### src/rtl/register_dump_reader.sv
// Streams register file entries startReg..endReg (mod 32) onto a valid/ready port, two words per READ.
// First word is valid two edges after start; a low dumpReady holds the current word unchanged.
module register_dump_reader #(
    parameter int WIDTH = 32
) (
    input  logic             clk,
    input  logic             rst_n,
    input  logic             start,
    input  logic [4:0]       startReg,
    input  logic [4:0]       endReg,
    output logic [4:0]       readReg1,
    output logic [4:0]       readReg2,
    input  logic [WIDTH-1:0] readData1,
    input  logic [WIDTH-1:0] readData2,
    output logic [WIDTH-1:0] dumpData,
    output logic [4:0]       dumpAddr,
    output logic             dumpValid,
    input  logic             dumpReady,
    output logic             busy,
    output logic             done
);

    typedef enum logic [2:0] {
        IDLE  = 3'd0,
        READ  = 3'd1,
        SEND1 = 3'd2,
        SEND2 = 3'd3,
        DONE  = 3'd4
    } state_t;

    state_t           r_state;
    state_t           w_next;
    logic [4:0]       r_ptr;
    logic [5:0]       r_remaining;
    logic [WIDTH-1:0] r_buf1;
    logic [WIDTH-1:0] r_buf2;
    logic [4:0]       r_rd1;
    logic [4:0]       r_rd2;
    logic [4:0]       w_ptr_p1;
    logic [4:0]       w_span;
    logic             w_accept;
    logic             w_last;

    assign w_ptr_p1 = r_ptr + 5'd1;
    assign w_span   = endReg - startReg;
    assign w_accept = dumpValid & dumpReady;
    assign w_last   = (r_remaining == 6'd1);

    always_comb begin
        w_next = r_state;
        case (r_state)
            IDLE:    if (start) w_next = READ;
            READ:    w_next = SEND1;
            SEND1:   if (w_accept) w_next = w_last ? DONE : SEND2;
            SEND2:   if (w_accept) w_next = w_last ? DONE : READ;
            DONE:    w_next = IDLE;
            default: w_next = IDLE;
        endcase
    end

    always_comb begin
        dumpValid = 1'b0;
        dumpData  = '0;
        dumpAddr  = '0;
        busy      = (r_state != IDLE);
        done      = (r_state == DONE);
        // Read addresses are live only in READ; elsewhere they show the last pair issued.
        readReg1  = (r_state == READ) ? r_ptr    : r_rd1;
        readReg2  = (r_state == READ) ? w_ptr_p1 : r_rd2;
        case (r_state)
            SEND1: begin
                dumpValid = 1'b1;
                dumpData  = r_buf1;
                dumpAddr  = r_ptr;
            end
            SEND2: begin
                dumpValid = 1'b1;
                dumpData  = r_buf2;
                dumpAddr  = w_ptr_p1;
            end
            default: ;
        endcase
    end

    always_ff @(posedge clk) begin
        if (!rst_n) begin
            r_state     <= IDLE;
            r_ptr       <= '0;
            r_remaining <= '0;
            r_buf1      <= '0;
            r_buf2      <= '0;
            r_rd1       <= '0;
            r_rd2       <= '0;
        end else begin
            r_state <= w_next;
            case (r_state)
                IDLE: begin
                    if (start) begin
                        r_ptr       <= startReg;
                        // Span is 1..32 words; a 6-bit count avoids aliasing 32 to 0.
                        r_remaining <= {1'b0, w_span} + 6'd1;
                    end
                end
                READ: begin
                    r_buf1 <= readData1;
                    r_buf2 <= readData2;
                    r_rd1  <= r_ptr;
                    r_rd2  <= w_ptr_p1;
                end
                SEND1: begin
                    if (w_accept) r_remaining <= r_remaining - 6'd1;
                end
                SEND2: begin
                    if (w_accept) begin
                        r_remaining <= r_remaining - 6'd1;
                        r_ptr       <= r_ptr + 5'd2;
                    end
                end
                default: ;
            endcase
        end
    end

endmodule

### config.mk
export PLATFORM = sky130hd
export DESIGN_NAME = register_dump_reader
export DESIGN_NICKNAME = d
export VERILOG_FILES = /design/src/rtl/register_dump_reader.sv
export SDC_FILE = /design/constraint.sdc
export NUM_CORES = 1
export LEC_CHECK = 0
export ABC_AREA = 0
export CORE_MARGIN = 5
export CORE_UTILIZATION = 40
export DETAILED_ROUTE_END_ITERATION = 8
export MAX_ROUTING_LAYER = met4
export PLACE_DENSITY_LB_ADDON = 0.2
export SYNTH_ARGS = -nofsm -noshare
export SYNTH_HDL_FRONTEND = slang
export SYNTH_SLANG_ARGS = --single-unit
### constraint.sdc
create_clock -name clk -period 2.5 [get_ports clk]
set_input_delay 0.5 -clock clk [delete_from_list [all_inputs] [get_ports clk]]
set_output_delay 0.5 -clock clk [all_outputs]
set_load 0.03 [all_outputs]
==> results of run 1 <==
[Yosys cell counts (2+ instances only)]
cell | n | share of area, %
xnor2_1 | 6 | 1.2
nor2_1 | 48 | 4.1
or3_1 | 2 | 0.28
o22ai_1 | 2 | 0.28
o21ai_1 | 12 | 1.4
xor2_1 | 7 | 1.4
clkbuf_1 | 25 | 2.1
a22oi_1 | 2 | 0.34
nand2_1 | 162 | 14
buf_1 | 3 | 0.26
nand3_1 | 10 | 1.1
nor2b_1 | 3 | 0.43
and2_1 | 10 | 1.4
o21a_1 | 2 | 0.34
mux2i_1 | 35 | 8.0
o211a_1 | 2 | 0.45
nand3b_1 | 2 | 0.34
ha_1 | 9 | 2.6
dfxtp_1 | 88 | 40
inv_1 | 8 | 0.68
a21oi_1 | 8 | 0.91
a21oi_2 | 2 | 0.40
buf_2 | 11 | 1.3
a21boi_1 | 69 | 12
nor3b_1 | 2 | 0.34
nor3_1 | 2 | 0.23
nand2b_1 | 2 | 0.28
[final cells by class]
class	count	share of cell area [%]
clock buffer	9	2.07
clock inverter	5	0.837
inverter	9	0.565
multi-input combinational	416	41.0
sequential	88	29.5
tap	140	2.93
timing repair buffer	150	23.1
[per-layer routing]
layer  part of all wire, %  GRT usage (%)  vias to the layer above
li1                      -              -                     2057
met1                    47           23.1                     1889
met2                    47           28.9                       97
met3                   4.7           3.42                        9
met4                   1.1           4.77                        0
met5                     0              -                        -
[registers in the layout (all words and copies together), names as in the netlist]
signal / cells
r_remaining: 6
r_rd1: 5
r_buf2: 32
r_rd2: 5
r_state: 3
r_ptr: 5
r_buf1: 32
[cell families (layout without fill, tap and decap cells)]
group                      count (synthesis)  after routing  share of synthesized area (%)
AOI/OAI and AO/OA                        106            106                           17.3
xor gates and xnor gates                  13             13                           2.59
adders and majority gates                 10             10                           3.01
buffers and inverters                     49            173                           4.66
DFF                                       88             88                           40.0
muxes                                     35             35                           7.96
and+or+nand+nor                          252            252                           24.4
[critical path, stage by stage (launching register included)]
cell           delay [ns]
dfxtp_1              0.35
buf_4                0.18
nand2b_2             0.18
buf_4                0.23
nor2_1               0.18
dlygate4sd2_1        0.42
[report_power, final]
group | switching, W | internal (W)
clock | 0.000479 | 0.000444
sequential | 0.0000666 | 0.00150
combinational | 0.000457 | 0.000394
total | 0.00100 | 0.00234
[path summary, 6_finish.rpt]
kind / start / endpoint / slack (ns) / cells past startpoint
worst max-delay path: r_state[2] / dumpData[17] / 0.11 / 5
worst min-delay path: r_buf1[11] / r_buf1[11] / 0.45 / 2
worst max register to register: r_state[2] / r_ptr[3] / 0.64 / 9
worst min register to register: r_buf1[11] / r_buf1[11] / 0.45 / 2
[through the flow]
step	util [%]	total power [W]	hold slack (ns)	TNS, ns
6_report	55.4	0.00334	0.454	0
5_1_grt	55.4	0.00353	0.469	0
4_1_cts	55.3	0.00338	0.457	0
3_5_place_dp	53.9	0.00246	0.445	-0.0233
3_3_place_gp	53.9	0.00244	0.440	-0.00218
2_1_floorplan	-	0.00213	0.434	0
[repair_timing]
| action | CTS | global route |
|---|---|---|
| gates cloned | 0 | 0 |
| pin swaps | 1 | 0 |
| resized for setup | 46 | 3 |
| setup buffers | 4 | 0 |
| endpoints found under the setup margin | 46 | 3 |
| hold endpoints to repair | 0 | 0 |
==> flow_metrics.env, run 1 <==
export IMPL_synthArstFlopShare_pct=0
export IMPL_drive_gt1_share_pct=8.27
export IMPL_placed_area_sq_um=5820
export IMPL_ios=128
export IMPL_drtIter0Drc=218
export IMPL_dieArea_sq_um=13200
export IMPL_synth_flop_cell="dfxtp_1"
export IMPL_die_y_um=115
export IMPL_critPathArrivalTime_ns=1.89
export IMPL_grt_usage_pct=17.9
export IMPL_min_path_type="reg -> reg"
export IMPL_drtAntennaViolNets=0
export IMPL_grt_pass1_wl_um=18700
export IMPL_multi_input_area_sq_um=2450
export IMPL_ys_ff_latch=88
export IMPL_finalInstanceArea_sq_um=5980
export IMPL_relSlewSlack_pct=65.7
export IMPL_vias=4052
export IMPL_ir_drop_mv=0.323
export IMPL_cts_buffers=9
export IMPL_remaining_drc_errors=0
export IMPL_mostFrequentLayoutCells="nand2_1 (162), dfxtp_1 (86), clkdlybuf4s50_1 (78)"
export IMPL_fin_crit_sh_pct=95.7
export IMPL_syn_num_nets=641
export IMPL_nets=762
export IMPL_clock_skew_ns=0.00835
export IMPL_crit_fanout=25
export IMPL_clockBufferDepth=2
export IMPL_syn_inst=553
export IMPL_hold_buffers=0
export IMPL_grt_max_degree=44
export IMPL_wl_per_cell_um=14.2
export IMPL_drv_slew=0
export IMPL_rsz0062_at_grt="no"
export IMPL_coreArea_sq_um=10800
export IMPL_fin_crit_ns=2.39
export IMPL_fillers=1035
export IMPL_cp_required_ns=2.00
export IMPL_start_util_pct=40.8
export IMPL_yosys_warnings=0
export IMPL_area_delta_synth_final_pct=35.7
export IMPL_clk_pin_slew_worst_paths_ns=0.08
export IMPL_register_area_sq_um=1760
export IMPL_synth_cell_type_count=46
export IMPL_cts_tree="done"
export IMPL_place_ws_ns=-0.0233
export IMPL_worstMarginPinSlew_ns=0.507
export IMPL_status="finished, final reports clean"
export IMPL_htreeDepth=3
export IMPL_die_x_um=115
export IMPL_synth_edf_count=0
export IMPL_synth_avg_cell_area_sq_um=7.96
export IMPL_dp_cells=799
export IMPL_fin_ws_ns=0.107
export IMPL_p_per_area_nw_per_um2=559
export IMPL_clock_fmax_mhz=418
export IMPL_antenna_cells=0
export IMPL_hold_viol=0
export IMPL_grt_ovfl_total=0
export IMPL_crit_path_start_kind="register"
export IMPL_portBuffers=127
export IMPL_viasPerCell=4.96
export IMPL_final_cells=817
export IMPL_path_class="reg -> out"
export IMPL_root_buffer="clkbuf_8"
export IMPL_row_count=38
export IMPL_place_congestion=0.852
export IMPL_detail_route_wirelength_um=11600
export IMPL_firstDrtPassIters=4
export IMPL_grt_pass1_vias=3983
export IMPL_p_leak_nw=2.47
export IMPL_ys_seq_area_share_pct=40.0
export IMPL_setup_viol=0
export IMPL_clock_sinks=88
export IMPL_hpwl_um=8360
export IMPL_end_kind="output port"
export IMPL_insertion_delay_ns=0.35
export IMPL_syn_area_sq_um=4400
export IMPL_layout_commonest_cell="nand2_1"
export IMPL_cap_violations=0
export IMPL_antenna_found_initial=0
Power figures use the tool's default switching activity.
==> inputs of run 2 (changes only) <==
--- a/config.mk
+++ b/config.mk
@@ -6,7 +6,7 @@
 export NUM_CORES = 1
 export LEC_CHECK = 0
 export ABC_AREA = 0
-export CORE_MARGIN = 5
+export CORE_MARGIN = 10
 export CORE_UTILIZATION = 40
 export DETAILED_ROUTE_END_ITERATION = 8
 export MAX_ROUTING_LAYER = met4
==> run 2 against run 1 <==
  * Final cell count down 0.37%
  * Largest power group unchanged
  * Count of clock-buffer cells in the layout up 2
  * Clock skew down 0.00081 ns
  * Wire length up 4.4%
  * Critical path depth down 2
  * Non-clock buffer count down 5
  * Core utilization up 1.0 points
  * Largest cell class unchanged
  * Global-route usage down 2.3 points
  * Clock power up 37%
==> flow_metrics.env, run 2 (synthesized netlist as in run 1, its figures left out) <==
export IMPL_min_path_type="reg -> reg"
export IMPL_htreeDepth=3
export IMPL_p_leak_nw=2.61
export IMPL_cts_tree="done"
export IMPL_detail_route_wirelength_um=12100
export IMPL_drtIter0Drc=175
export IMPL_clock_sinks=88
export IMPL_rsz0062_at_grt="no"
export IMPL_top_regs="r_buf1 (32), r_buf2 (32), r_remaining (6)"
export IMPL_fillers=1027
export IMPL_antenna_cells=0
export IMPL_fin_ws_ns=0.0947
export IMPL_multi_input_area_sq_um=2460
export IMPL_grt_pass1_vias=4220
export IMPL_place_ws_ns=-0.0129
export IMPL_die_x_um=125
export IMPL_nets=757
export IMPL_relSlewSlack_pct=59.9
export IMPL_hold_buffers=0
export IMPL_place_congestion=0.889
export IMPL_dieArea_sq_um=15600
export IMPL_firstDrtPassIters=4
export IMPL_p_per_area_nw_per_um2=605
export IMPL_path_delay_family="buffers and inverters"
export IMPL_mostFrequentLayoutCells="nand2_1 (162), dfxtp_1 (86), clkdlybuf4s50_1 (78)"
export IMPL_crit_path_start_kind="register"
export IMPL_critPathArrivalTime_ns=1.91
export IMPL_whs_ns=0.453
export IMPL_grt_max_degree=61
export IMPL_drv_slew=0
export IMPL_antenna_found_initial=0
export IMPL_remaining_drc_errors=0
export IMPL_insertion_delay_ns=0.35
export IMPL_area_delta_synth_final_pct=38.3
export IMPL_die_y_um=125
export IMPL_cts_buffers=9
export IMPL_grt_pass1_wl_um=20300
export IMPL_worstMarginPinSlew_ns=0.601
export IMPL_hpwl_um=8810
export IMPL_layout_commonest_cell="nand2_1"
export IMPL_viasPerCell=4.98
export IMPL_coreArea_sq_um=10800
export IMPL_row_count=38
export IMPL_report_power_total_w=0.00368
export IMPL_setup_viol=0
export IMPL_drtAntennaViolNets=0
export IMPL_end_kind="output port"
export IMPL_grt_usage_pct=15.7
export IMPL_slowest_delay_ns=0.61
export IMPL_portBuffers=127
export IMPL_cap_violations=0
export IMPL_drive_gt1_share_pct=8.01
export IMPL_path_class="reg -> out"
export IMPL_final_cells=814
export IMPL_fin_crit_ns=2.41
export IMPL_root_buffer="clkbuf_8"
export IMPL_clockBufferDepth=2
export IMPL_status="finished, final reports clean"
export IMPL_cp_required_ns=2.00
export IMPL_clock_fmax_mhz=416
export IMPL_fin_crit_sh_pct=96.2
export IMPL_ios=128
export IMPL_start_util_pct=40.8
export IMPL_clk_pin_slew_worst_paths_ns=0.08
export IMPL_ir_drop_mv=0.370
export IMPL_clock_skew_ns=0.00754
export IMPL_wl_per_cell_um=14.9
export IMPL_slowest_stage="clkdlybuf4s50_1"
export IMPL_register_area_sq_um=1760
export IMPL_hold_viol=0
export IMPL_vias=4054
export IMPL_cp_cell_sequence="buf_6 > or3_1 > clkdlybuf4s50_1"
export IMPL_crit_buf_inv=2
export IMPL_crit_fanout=25
export IMPL_grt_ovfl_total=0
export IMPL_dp_cells=796
-- run 2: cell count changes in the layout (fill, tap and decap cells not counted), sizes merged --
cell | previous run | this run
dlygate4sd2 | 43 | 34
clkbuf | 9 | 11
dlymetal6s2s | 0 | 9
clkinv | 4 | 1
buf | 28 | 24
bufinv | 1 | 4
clkdlybuf4s15 | 1 | 0
-- run 2: routing by layer --
metal / track usage [%] / share of wire [%] / vias up
met3: 4.04 / 5.4 / 10
met2: 26.1 / 48 / 103
li1: - / - / 2044
met5: - / 0 / -
met1: 18.3 / 46 / 1897
met4: 4.34 / 0.93 / 0
-- run 2: what timing repair did --
action,CTS,global route
buffers inserted,2,0
setup endpoints to repair,45,12
resized for setup,40,12
pin swaps,1,0
-- run 2: worst reg2reg max path, cell delays in order, from the launching register on --
cell and delay [ns]:
dfxtp_2 0.35, buf_6 0.20, or3b_4 0.47, a21o_4 0.27
nor2_4 0.13, mux2i_1 0.24, nor2b_1 0.06
-- run 2: final cells by class --
| class | instances | share of cell area [%] |
|---|---|---|
| Multi-Input combinational cell | 416 | 40.4 |
| Sequential cell | 88 | 29.0 |
| Timing Repair Buffer | 145 | 22.9 |
| Tap cell | 140 | 2.88 |
| Clock buffer | 11 | 2.16 |
| Clock inverter | 5 | 2.12 |
| Inverter | 9 | 0.555 |
-- run 2: metrics by stage --
stage / area [sq um] / setup TNS (ns) / utilization [%]
after floorplan: 4400 / 0 / -
after global placement: 5800 / 0 / 53.8
after detailed placement: 5800 / -0.0129 / 53.8
after CTS: 6060 / 0 / 56.1
after global routing: 6090 / 0 / 56.4
final: 6090 / 0 / 56.4
-- run 2: power by group --
part	switching [W]	internal [W]
sequential	0.0000646	0.00150
clock	0.000496	0.000768
combinational	0.000461	0.000392
total	0.00102	0.00266
-- run 2: worst paths after layout --
| kind | to | slack, ns | startpoint | depth (start not counted) |
|---|---|---|---|---|
| hold / removal | r_buf1[12] | 0.45 | r_buf1[12] | 2 |
| setup reg to reg | r_ptr[0] | 0.67 | r_state[0] | 6 |
| setup / recovery | busy | 0.09 | r_state[0] | 3 |
| hold reg to reg | r_buf1[12] | 0.45 | r_buf1[12] | 2 |
